[src/rtl/rr_sel_arbiter.sv]
// Round-robin arbiter producing the registered select for the 8-bit 4:1 data mux.
// A grant ends on ACK, on the requester dropping out, or when the HOLD_MAX hold limit expires.
module rr_sel_arbiter #(
  parameter int unsigned HOLD_MAX = 16
) (
  input  logic       i_clk,
  input  logic       i_rst_n,
  input  logic [3:0] i_req,
  input  logic       i_ack,
  output logic [1:0] o_s,
  output logic [3:0] o_gnt,
  output logic       o_valid,
  output logic       o_timeout
);

  localparam int unsigned CW = (HOLD_MAX > 1) ? $clog2(HOLD_MAX) : 1;
  localparam logic [CW-1:0] CNT_LAST = CW'(HOLD_MAX - 1);

  typedef enum logic {ST_IDLE, ST_GRANT} state_t;

  state_t          r_state;
  logic [1:0]      r_s;
  logic [3:0]      r_gnt;
  logic            r_valid;
  logic            r_timeout;
  logic [1:0]      r_ptr;
  logic [CW-1:0]   r_cnt;

  state_t          w_state_nxt;
  logic [1:0]      w_s_nxt;
  logic [3:0]      w_gnt_nxt;
  logic            w_valid_nxt;
  logic            w_timeout_nxt;
  logic [1:0]      w_ptr_nxt;
  logic [CW-1:0]   w_cnt_nxt;

  logic            w_abandon;
  logic            w_hold_hit;
  logic            w_end;
  logic [3:0]      w_scan_req;
  logic [2:0]      w_idle_pick;
  logic [2:0]      w_next_pick;

  // First set bit scanning start, start+1, ... (mod 4); returns {found, index}
  function automatic logic [2:0] f_pick(input logic [3:0] req, input logic [1:0] start);
    logic [2:0] res;
    logic [1:0] idx;
    res = 3'b000;
    for (int k = 3; k >= 0; k--) begin
      idx = start + 2'(k);
      if (req[idx]) res = {1'b1, idx};
    end
    return res;
  endfunction

  assign w_abandon   = ~i_req[r_s];
  assign w_hold_hit  = (r_cnt == CNT_LAST);
  assign w_end       = i_ack | w_abandon | w_hold_hit;
  // Served source stays eligible (scanned last) unless it abandoned without ACK
  assign w_scan_req  = i_req | ({3'b000, i_ack} << r_s);
  assign w_idle_pick = f_pick(i_req, r_ptr);
  assign w_next_pick = f_pick(w_scan_req, r_s + 2'd1);

  // State and output registers
  always_ff @(posedge i_clk or negedge i_rst_n) begin
    if (!i_rst_n) begin
      r_state   <= ST_IDLE;
      r_s       <= 2'd0;
      r_gnt     <= 4'd0;
      r_valid   <= 1'b0;
      r_timeout <= 1'b0;
      r_ptr     <= 2'd0;
      r_cnt     <= '0;
    end else begin
      r_state   <= w_state_nxt;
      r_s       <= w_s_nxt;
      r_gnt     <= w_gnt_nxt;
      r_valid   <= w_valid_nxt;
      r_timeout <= w_timeout_nxt;
      r_ptr     <= w_ptr_nxt;
      r_cnt     <= w_cnt_nxt;
    end
  end

  // Next-state logic
  always_comb begin
    w_state_nxt = r_state;
    case (r_state)
      ST_IDLE:  if (w_idle_pick[2]) w_state_nxt = ST_GRANT;
      ST_GRANT: if (w_end && !w_next_pick[2]) w_state_nxt = ST_IDLE;
      default:  w_state_nxt = ST_IDLE;
    endcase
  end

  // Next values of the registered outputs, pointer and hold counter
  always_comb begin
    w_s_nxt       = r_s;
    w_gnt_nxt     = r_gnt;
    w_valid_nxt   = r_valid;
    w_timeout_nxt = 1'b0;
    w_ptr_nxt     = r_ptr;
    w_cnt_nxt     = r_cnt;
    case (r_state)
      ST_IDLE: begin
        w_gnt_nxt   = 4'd0;
        w_valid_nxt = 1'b0;
        if (w_idle_pick[2]) begin
          w_s_nxt     = w_idle_pick[1:0];
          w_gnt_nxt   = 4'd1 << w_idle_pick[1:0];
          w_valid_nxt = 1'b1;
          w_cnt_nxt   = '0;
        end
      end
      ST_GRANT: begin
        if (w_end) begin
          w_ptr_nxt     = r_s + 2'd1;
          w_timeout_nxt = w_hold_hit & ~i_ack & ~w_abandon;
          if (w_next_pick[2]) begin
            w_s_nxt     = w_next_pick[1:0];
            w_gnt_nxt   = 4'd1 << w_next_pick[1:0];
            w_valid_nxt = 1'b1;
            w_cnt_nxt   = '0;
          end else begin
            w_gnt_nxt   = 4'd0;
            w_valid_nxt = 1'b0;
          end
        end else begin
          w_cnt_nxt = r_cnt + CW'(1);
        end
      end
      default: begin
        w_gnt_nxt   = 4'd0;
        w_valid_nxt = 1'b0;
      end
    endcase
  end

  assign o_s       = r_s;
  assign o_gnt     = r_gnt;
  assign o_valid   = r_valid;
  assign o_timeout = r_timeout;

endmodule

[config.mk]
export PLATFORM = sky130hd
export DESIGN_NAME = rr_sel_arbiter
export DESIGN_NICKNAME = d
export VERILOG_FILES = /design/src/rtl/rr_sel_arbiter.sv
export SDC_FILE = /design/constraint.sdc
export NUM_CORES = 1
export LEC_CHECK = 0
export ABC_AREA = 1
export CORE_MARGIN = 1
export CORE_UTILIZATION = 40
export DETAILED_ROUTE_END_ITERATION = 10
export PLACE_DENSITY = 0.62
export SYNTH_ARGS = -nofsm -noshare
export SYNTH_HDL_FRONTEND = slang
export SYNTH_SLANG_ARGS = --single-unit
[constraint.sdc]
create_clock -name i_clk -period 2.1 [get_ports i_clk]
set_clock_uncertainty 0.05 [all_clocks]
set_input_delay 0.315 -clock i_clk [delete_from_list [all_inputs] [get_ports i_clk]]
set_output_delay 0.315 -clock i_clk [all_outputs]
set_load 0.01 [all_outputs]
; After elaboration in Yosys (flattened, before gate mapping)
; Cells that the tools add are included.
[totals]
out_inout_bits = 8
inputBits = 7
romBits = 0
word_cells = 91
latchBits = 0
ram_bits = 0
reg_bits = 15
memories = 0
[classes]
addsub = 8
shifts = 3
bitwise_logic = 8
n_reduce_logical = 5
order_cmp = 9
n_eq_ne = 5
div_mod_pow = 0
n_mul = 0
muxes = 46
[ops]
columns = operator, count
row1 = "less-than comparator 2 x 3 -> 1 bit, second input constant", 9
row2 = 2-to-1 mux 3 bit, 8
row3 = 2-to-1 mux 4 bit, 6
row4 = binary-select mux 1 bit (select 2 bit), 9
row5 = case mux 4 bit (2 select lines), 2
row6 = 2-to-1 mux 1 bit, 15
row7 = "adder 2 bit, second input constant", 4
row8 = "<< shifter 1 x 2 -> 4 bit, first input constant", 2
row9 = "adder 2 x 1 -> 2 bit, second input constant", 3
row10 = 2-to-1 mux 2 bit, 3
row11 = "adder 4 x 1 -> 4 bit, second input constant", 1
row12 = "== test 4 bit, second input constant", 1
row13 = "inequality test 2 x 1 -> 1 bit, second input constant", 2
row14 = bitwise OR 4 bit, 1
row15 = case mux 1 bit (2 select lines), 2
row16 = case mux 2 bit (2 select lines), 1
row17 = AND reduction 2 bit, 2
row18 = << shifter 1 x 2 -> 4 bit, 1
row19 = "inequality test 3 x 2 -> 1 bit, second input constant", 1
row20 = inverter 1 bit, 3
row21 = AND reduction 3 bit, 1
row22 = AND 1 bit, 2
row23 = "inequality test 2 bit, second input constant", 1
row24 = bitwise OR 1 bit, 2
row25 = other kinds (2), 2

; Logic depth before layout (Yosys ltp)
[depth]
depth_word = 12
ltp_mapped = 15

; Worst setup path after synthesis
; OpenSTA, ideal clock, no wires.
[synth_path]
path_kind = reg2reg
startpoint = register r_s[0] (netlist: o_s[0])
endpoint = register r_s[1] (netlist: o_s[1])
setup_ns = 0.124
stages_incl_launch_ff = 13
required_ns = 1.926
arrival_time_ns = 1.428
slack_ns = 0.498
path_cell_list = dfrtp_1 > inv_2 > nand2_1 > nand2_1 > nand2_1 > nand2_1 > inv_1 > nand4_1 > nand2_1 > a21oi_4 > inv_1 > nand2_1 > nand2_1
[synth_via]
elab_chain_len = 11
word_cells_on_any_way = 29
cone_classes = add/sub: 4 / eq/ne: 2 / shift: 1 / mux: 17 / bitwise: 4 / reduce/logical: 1
[synth_lines]
columns = item, line
row1 = start: declaration, 22  ; logic [1:0] r_s;
row2 = start signal: assignment, 76  ; r_s <= w_s_nxt;
row3 = adder 2 x 1 -> 2 bit / << shifter 1 x 2 -> 4 bit (equally long branches), "62, 60"
row4 = adder 2 bit / bitwise OR 4 bit (equally long branches), "50, 60"
row5 = binary-select mux 1 bit (select 2 bit), 51  ; if (req[idx]) res = {1'b1, idx};
row6 = 2-to-1 mux 1 bit (not written as such), 51
row7 = 2-to-1 mux 3 bit (4 in a row), 51
row8 = 2-to-1 mux 2 bit, 118  ; if (w_next_pick[2]) begin
row9 = 2-to-1 mux 2 bit, 115  ; if (w_end) begin
row10 = case mux 2 bit (2 select lines), 103  ; case (r_state)
; Parallel ways exist; a longest one is shown, timed or not. The select of a mux whose other input is x is not followed.
; A chain may end at the register's enable or synchronous reset.

; Worst setup path after layout
[layout_path]
startpoint = register r_s[0] (netlist: o_s[0])
endpoint = output port o_s[0]
[layout_rtl]
columns = item, line
row1 = end: declaration, 10  ; output logic [1:0] o_s,
; No word-level cell between the ends.

==> run metrics <==
outcome finished with violations; failing checks design-rule violations; Max Freq about 530 MHz; Synth Cell Area approximately 1200 sq um; Synth cell types 26; Total Power approximately 2.4 mW; # rows 19; # port buffers 14; wire per inst 10.8 um; Hold Vio Cnt, Final 0; Rel. slew slack between 50% and 60%; Die ar. 3320 sq um; Max Slew Vio Count 0; P_int between 1 and 1.5 mW; NumNets Final 227; total track usage between 10% and 20%; RSZ-0062 raised after global routing no; CTS root buffer clkbuf_4; sequential power share a little under a quarter; core area 2850 sq um; TNS Setup 0 ns; boundary pin count 15; switching pwr roughly 1.3 mW; number of gates resized after cts 0; number of global-route vias before repair 1,103; Finished Cell Area around 1400 sq um; synth warn 0; syn_nets about 210; RD Place Congestion between 0.8 and 0.9; FF+latch count, synth 15; Starting Density 43.3%; critical path peak fanout 8; clock latency on the worst-skew pair roughly 0.28 ns; final setup fails 0; R2R cell count 12; largest net degree at the start of global routing 16; PnR worst setup slack about 0.21 ns; Worst VDD drop 0.709 mV; CTS H-tree lvls 1; die width between 50 and 60 um; first-pass GRT wire length around 4.7 mm; Bufs on Longest Clock Path 2; Clock power frac under 10%; Worst Hold Slack between 0.3 and 0.4 ns; GRT overflow 0; sw frac a little over half; Placed Instances around 250; crit path launch type flop; Post-CTS Hold Buffers 0; minimum clock period ~1.9 ns; DR vias approximately 1,200; DP HPWL ~2.1 mm; worst-margin pin slew slightly below 0.7 ns; clock slew at reported path FFs about 0.080 ns; Placed Area between 1000 and 1500 sq um; type of the worst setup path flop to output port; CP Capture Type output port; reg-to-reg critical path startpoint o_s[0]; filler-free cell count of the finished design around 250; DR iter-0 viols 79; Hold WC Path Type primary input to async pin; Worst EP arrival between 1.5 and 2 ns; Final Util 50.5%; post-place setup slack -0.00439 ns; layout cells sized above 1 12.4%; Comb pwr share 70.2%; Num CTS Buffers 3; # diodes 0; Area Growth Syn to Fin 16.6%; Worst EP required between 1.5 and 2 ns; vias per cell around 5; drt drc 1; cell count after synthesis between 150 and 200; fillers roughly 280; initial antenna violation count 0; Lkg Pwr around 0.8 nW; Max-cap violations 0; CTS tree done; Detail Route Antenna Nets 0; CP startpoint o_s[0]; sequential area share after synthesis 30.4%; final worst-path cycle share around nine tenths; DIE HEIGHT around 58 um; syn avg cell area approximately 6.2 sq um; drt total wl roughly 2.7 mm; clock sinks 15; Post-CTS Setup Bufs 0; cell area power density approximately 1700 nW/um^2; Detailed Routing Iterations Pass 1 7
[critical path, stage by stage, from the launching register on]
cell and delay (ns):
dfrtp_1 0.50, buf_4 0.20, clkdlybuf4s50_1 0.54
[cells in the final DEF (no fill, tap or decap), drive strengths merged]
cell | netlist | final
nor4 | 1 | 1
xnor2 | 1 | 1
ha | 1 | 1
clkdlybuf4s50 | 0 | 14
dfrtp | 15 | 15
nand3 | 15 | 15
inv | 20 | 20
and2 | 1 | 1
clkbuf | 0 | 4
buf | 2 | 3
nor2 | 20 | 20
nand2 | 108 | 108
a21oi | 2 | 2
o211ai | 1 | 1
xor2 | 1 | 1
o21ai | 10 | 10
nand4 | 1 | 1
[power groups by stage]
stage / combinational [mW] / sequential, mW / clock, mW
6_report: 1.67 / 0.547 / 0.164
3_5_place_dp: 1.67 / 0.553 / 0
5_1_grt: 1.92 / 0.569 / 0.186
2_1_floorplan: 1.29 / 0.529 / 0
3_3_place_gp: 1.65 / 0.547 / 0
4_1_cts: 1.68 / 0.547 / 0.173
[layout make-up]
cell class | instances | area, sq um | share of cell area (%)
flip-flops and latches | 15 | 375 | 26.0
repair buffers | 17 | 163 | 11.3
clock buffers | 4 | 26.3 | 1.82
multi-input cells | 162 | 758 | 52.6
well taps | 31 | 38.8 | 2.69
inverters | 20 | 80.1 | 5.56
[sequential cells by signal, indices dropped and copies added, names as in the netlist]
signal and flops:
o_gnt 4, o_s 2, o_timeout 1, o_valid 1, r_cnt 4, r_ptr 2, r_state 1
[per-layer routing]
layer / track usage (%) / routed length, um / up-vias
met3: 2.72 / 84 / 5
met4: 8.36 / 45 / 0
li1: - / - / 653
met2: 29.4 / 1230 / 20
met1: 25.1 / 1330 / 543
met5: 0 / 0 / -
[cells in the mapped netlist]
cell      instances  area [sq um]
a21oi_1           1          5.00
a21oi_4           1          16.3
and2_1            1          6.26
buf_6             2          22.5
dfrtp_1          15           375
ha_1              1          12.5
inv_1            17          63.8
inv_2             2          7.51
inv_6             1          8.76
nand2_1          99           372
nand2_2           8          50.1
nand2_4           1          11.3
nand3_1          14          70.1
nand3_2           1          10.0
nand4_1           1          6.26
nor2_1           14          52.6
nor2_2            3          18.8
nor2_4            2          22.5
nor2_8            1          20.0
nor4_1            1          6.26
o211ai_1          1          7.51
o21ai_0           7          35.0
o21ai_1           2          10.0
o21ai_2           1          8.76
xnor2_1           1          8.76
xor2_1            1          8.76
[cell families (layout without fill, tap and decap cells)]
logic type                 count (synthesis)  in the layout  share of synthesized area, %
AOI/OAI and AO/OA                         13             13                          6.68
and+or+nand+nor                          146            146                          52.2
adders and majority gates                  1              1                          1.01
xor gates and xnor gates                   2              2                          1.42
DFF                                       15             15                          30.4
buffers and inverters                     22             41                          8.30
[path summary, 6_finish.rpt]
kind                            end  slack, ns
setup / recovery             o_s[0]       0.21
hold / removal             r_cnt[1]       0.39
setup reg to reg             o_s[1]       0.21
hold reg to reg            o_gnt[2]       0.43
max in group asynchronous    o_s[0]       1.18
min in group i_clk         o_gnt[2]       0.43
Power figures use the tool's default switching activity.
